### config.mk
export PLATFORM = sky130hd
export DESIGN_NAME = mult_controller
export DESIGN_NICKNAME = d
export VERILOG_FILES = /design/src/rtl/mult_pkg.sv /design/src/rtl/mult_controller.sv
export SDC_FILE = /design/constraint.sdc
export NUM_CORES = 1
export LEC_CHECK = 0
export ABC_CLOCK_PERIOD_IN_PS = 2000
export CAP_MARGIN = 0
export CORE_AREA = 8 8 45 47
export DETAILED_ROUTE_END_ITERATION = 10
export DIE_AREA = 0 0 53 55
export GPL_TIMING_DRIVEN = 1
export PLACE_DENSITY = 0.76
export SYNTH_ARGS = -nofsm -noshare
export SYNTH_HDL_FRONTEND = slang
export SYNTH_SLANG_ARGS = --single-unit
### constraint.sdc
create_clock -name SYS_CLOCK -period 2 [get_ports SYS_CLOCK]
set_clock_uncertainty 0.2 [all_clocks]
set_input_delay 0.3 -clock SYS_CLOCK [delete_from_list [all_inputs] [get_ports SYS_CLOCK]]
set_output_delay 0.3 -clock SYS_CLOCK [all_outputs]
set_load 0.005 [all_outputs]
### src/rtl/mult_pkg.sv
// Shared types and constants for the repeated-addition multiplier control path.
package mult_pkg;

  localparam int MULTIPLIER_WIDTH = 3;
  localparam int MAX_ITER         = 2**MULTIPLIER_WIDTH - 1;

  typedef enum logic [2:0] {
    ST_IDLE,
    ST_INIT,
    ST_ADD,
    ST_INC,
    ST_STORE,
    ST_DONE
  } mult_state_t;

  localparam logic [2:0] ALU_INC  = 3'b000;
  localparam logic [2:0] ALU_ADD  = 3'b001;
  localparam logic [2:0] ALU_ZERO = 3'b010;

  localparam logic [1:0] SEL_R2 = 2'd0;
  localparam logic [1:0] SEL_A  = 2'd1;
  localparam logic [1:0] SEL_R1 = 2'd0;

endpackage

### src/rtl/mult_controller.sv
// Control FSM for the 3x3 repeated-addition multiplier; drives datapath selects,
// ALU opcode and load enables, and offers a START/BUSY/DONE handshake.
//
//   state    | meaning
//   ST_IDLE  | waiting for START; A/B load on START
//   ST_INIT  | clear R1 and R2
//   ST_ADD   | R1 <= R1 + A, test EQUAL / watchdog
//   ST_INC   | R2 <= R2 + 1
//   ST_STORE | Y <= R1
//   ST_DONE  | one-cycle DONE pulse
module mult_controller
  import mult_pkg::*;
(
  input  logic                        SYS_CLOCK,
  input  logic                        SYS_RESET,
  input  logic                        START,
  input  logic [MULTIPLIER_WIDTH-1:0] B,
  input  logic                        EQUAL,
  output logic [1:0]                  MUX_IN1_CONT,
  output logic [1:0]                  MUX_IN2_CONT,
  output logic [2:0]                  ALU_CONT,
  output logic                        LOAD_A_REG,
  output logic                        LOAD_B_REG,
  output logic                        LOAD_R1_REG,
  output logic                        LOAD_R2_REG,
  output logic                        LOAD_Y_REG,
  output logic                        BUSY,
  output logic                        DONE,
  output logic                        ERROR
);

  localparam logic [MULTIPLIER_WIDTH-1:0] ITER_LAST = MULTIPLIER_WIDTH'(MAX_ITER - 1);
  localparam logic [MULTIPLIER_WIDTH-1:0] ITER_ONE  = MULTIPLIER_WIDTH'(1);

  mult_state_t                 state, state_nxt;
  logic [MULTIPLIER_WIDTH-1:0] iter_cnt;
  logic                        bzero;
  logic                        error_q;
  logic                        start_acc;
  logic                        watchdog_hit;

  assign start_acc    = (state == ST_IDLE) && START;
  assign watchdog_hit = (state == ST_ADD) && !EQUAL && (iter_cnt == ITER_LAST);
  assign ERROR        = error_q;

  always_ff @(posedge SYS_CLOCK) begin
    if (SYS_RESET) begin
      state    <= ST_IDLE;
      iter_cnt <= '0;
      bzero    <= 1'b0;
      error_q  <= 1'b0;
    end else begin
      state <= state_nxt;
      if (start_acc) begin
        bzero    <= (B == '0);
        iter_cnt <= '0;
        error_q  <= 1'b0;
      end
      // The counter stops at MAX_ITER because the last ADD always leaves for STORE.
      if (state == ST_ADD) begin
        iter_cnt <= iter_cnt + ITER_ONE;
      end
      if (watchdog_hit) begin
        error_q <= 1'b1;
      end
    end
  end

  always_comb begin
    state_nxt    = state;
    MUX_IN1_CONT = SEL_R2;
    MUX_IN2_CONT = SEL_R1;
    ALU_CONT     = ALU_ZERO;
    LOAD_A_REG   = 1'b0;
    LOAD_B_REG   = 1'b0;
    LOAD_R1_REG  = 1'b0;
    LOAD_R2_REG  = 1'b0;
    LOAD_Y_REG   = 1'b0;
    BUSY         = 1'b1;
    DONE         = 1'b0;
    case (state)
      ST_IDLE: begin
        BUSY = 1'b0;
        // Held off during reset so a START under reset cannot disturb the datapath.
        LOAD_A_REG = START && !SYS_RESET;
        LOAD_B_REG = START && !SYS_RESET;
        if (START) state_nxt = ST_INIT;
      end
      ST_INIT: begin
        ALU_CONT    = ALU_ZERO;
        LOAD_R1_REG = 1'b1;
        LOAD_R2_REG = 1'b1;
        state_nxt   = bzero ? ST_STORE : ST_ADD;
      end
      ST_ADD: begin
        MUX_IN1_CONT = SEL_A;
        MUX_IN2_CONT = SEL_R1;
        ALU_CONT     = ALU_ADD;
        LOAD_R1_REG  = 1'b1;
        if (EQUAL || watchdog_hit) state_nxt = ST_STORE;
        else                       state_nxt = ST_INC;
      end
      ST_INC: begin
        MUX_IN1_CONT = SEL_R2;
        ALU_CONT     = ALU_INC;
        LOAD_R2_REG  = 1'b1;
        state_nxt    = ST_ADD;
      end
      ST_STORE: begin
        LOAD_Y_REG = 1'b1;
        state_nxt  = ST_DONE;
      end
      ST_DONE: begin
        DONE      = 1'b1;
        state_nxt = ST_IDLE;
      end
      default: begin
        state_nxt = ST_IDLE;
      end
    endcase
  end

endmodule

==> results by group <==
GRT
  • First-pass GRT wire length: about 2000 um
  • Initial antenna violation count: 0
  • Largest net degree at the start of global routing: 15
  • GR Overflow Total: 0
  • Number of global-route vias before repair: ~500
  • Gr usage total: 0.0933

Yosys
  • Syn_area_per_cell: around 8.2 um2
  • Async SR Flop Fraction: 0
  • Flop and latch count out of synthesis: 8
  • Sequential fraction of the synthesis area: 0.322
  • EDFF count, synth: 0
  • Distinct cells, synth: 28
  • Cell area after synthesis: between 400 and 500 um2
  • Cells after Synth: 61
  • Top FF cell, synth: dfxtp_1
  • Ys Warns: 0

Layout
  • Area of the multi-input gates: 322 um2
  • Final net count: 103
  • Layout area overhead: 67.6%
  • Final instance area: 835 um2
  • Filler Cell Count: ~130
  • Register area: 160 um2
  • Most common cell after layout, fill and taps aside: buf_4
  • Share of layout cells above drive strength 1: 0.283
  • Most frequent cells in the layout: buf_4, clkdlybuf4s50_1, dfxtp_1, a21oi_1
  • # diodes: 0
  • Fin cells: 108

Floorplanning
  • Initial Utilization: 0.360
  • Core area: 1380 um2
  • Die Y-Extent: between 50 and 60 um
  • # IOs: 22
  • Die area: 2920 um2
  • Row count: 14
  • Die W: 53 um

Worst setup path
  • Worst setup EP type: primary output
  • Reg2reg path depth: 4
  • RR Startpoint: state[0]
  • Critical path peak fanout: 12
  • Setup crit end: LOAD_R2_REG
  • Required time worst endpoint: 1500 ps
  • R2R setup slack: about 160 ps
  • Crit. Startpoint: state[0]
  • CP arrival: ~1500 ps
  • R2R Path End: bzero
  • Critical Path Source Type: flop
  • Setup Crit Path Kind: reg2out

Place
  • Port Buffers: 17
  • Placer Congestion: about 0.77
  • DP HPWL: 983 um
  • Placed cells: 96
  • Placed Area: between 700 and 800 um2

Timing
  • Final hold vios: 0
  • Fin crit period: 1960 ps
  • Final Slew Violations: 0
  • F_max: slightly above 500 MHz
  • Final period utilization: 0.981
  • Final setup viols: 0

Run status
  • Status: finished clean

Run
  • Max-cap violations: 0

CTS
  • Worst-Skew Late Latency: approximately 250 ps
  • Longest Clk Path Bufs: 2
  • Clock slew at reported path FFs: roughly 50 ps
  • CTS Sinks: 8
  • H-tree levels: 1
  • CTS Buf Count: 3
  • Hold_buf cts: 0
  • CTS Root Cell: clkbuf_4
  • CTS tree: done

Worst hold path
  • Worst Hold Class: reg2reg

Pwr
  • Leak pwr: 0.401 nW
  • Worst vdd ir: 0.000447 V
  • PwrDens: 534 nW/um2

Route
  • DR vias: 529
  • ANT nets after route: 0
  • # DRC: 0
  • WL final: approximately 1400 um
  • Initial DRC count: 8
  • Routed WL per cell: between 10 and 15 um
  • Vias per Instance: roughly 4.9
  • Pre-antenna DRT Iters: 3
==> flip-flops by register name (all words and copies together), names as in the netlist <==
register,count
state,3
iter_cnt,3
ERROR,1
bzero,1
==> critical path, cell delays in order, from the launching register on <==
cell and delay [ps]:
dfxtp_1 340, buf_6 160, nor2b_2 190, clkdlybuf4s50_1 520
==> logic make-up (layout without fill, tap and decap cells) <==
family | Yosys count | count (layout) | share of synthesized area
buffers and inverters | 11 | 39 | 0.121
other | 1 | 4 | 0.00753
AOI/OAI and AO/OA | 13 | 13 | 0.153
adders and majority gates | 2 | 2 | 0.0502
xor gates and xnor gates | 2 | 2 | 0.0352
DFF | 8 | 8 | 0.322
and+or+nand+nor | 24 | 24 | 0.312
==> per-layer routing <==
metal  wire (um)  GRT usage  vias to the layer above  part of all wire
li1            -          -                      269                 -
met1         664      0.111                      236              0.46
met2         637      0.141                       22              0.44
met3         127     0.0508                        2             0.088
met4          10     0.0302                        0            0.0069
met5           0          0                        -                 0
==> how the worst min path moves through the flow <==
stage                     slack [ps]    end  cells past startpoint       from
final                            250  ERROR                      2      ERROR
after global routing             270  ERROR                      2      ERROR
after CTS                        250  ERROR                      2      ERROR
after detailed placement         240  ERROR                      2      ERROR
after global placement           240  ERROR                      2      ERROR
after floorplan                  170  ERROR                      1  SYS_RESET
==> cell type report <==
cell class / count / area share
Sequential cell: 8 / 0.192
Multi-Input combinational cell: 45 / 0.385
Clock buffer: 3 / 0.0270
Tap cell: 16 / 0.0240
Timing Repair Buffer: 33 / 0.358
Inverter: 3 / 0.0135
==> stage by stage <==
step                hold WS [ps]  worst slack, ps  utilization  power, W  TNS [ps]
CTS                          249            -2.59        0.546  0.000428     -2.59
detailed placement           242             -433        0.508  0.000300     -1090
floorplan                    169              337            -  0.000234         0
global placement             239             -394        0.508  0.000298      -994
global route                 272            -3.25        0.603  0.000468     -3.28
finish                       246             38.8        0.603  0.000446         0
==> Yosys cell counts, types with 2 or more instances <==
cell type  instances  area (um2)
nand2_1            4        15.0
or4_1              2        15.0
a21oi_1            6        30.0
or3_1              2        12.5
nand2b_1           2        12.5
nor3b_1            3        22.5
clkbuf_1           3        11.3
nor2_1             3        11.3
inv_1              3        11.3
dfxtp_1            8         160
buf_4              5        37.5
o31ai_1            2        15.0
o21ai_0            2        10.0
ha_1               2        25.0
==> what timing repair did <==
item | 4_1_cts | 5_1_grt
resized for setup | 19 | 3
pin swaps | 1 | 0
endpoints found under the hold margin | 0 | 0
setup buffers | 0 | 9
setup endpoints to repair | 7 | 5
==> where the power goes <==
part / leakage [nW] / internal (W) / switching (W)
Combinational: 0.322 / 0.0000899 / 0.0000630
Clock: 0.0138 / 0.0000686 / 0.0000532
Sequential: 0.0649 / 0.000166 / 0.00000496
Total: 0.401 / 0.000324 / 0.000121
Power figures use the tool's default switching activity.
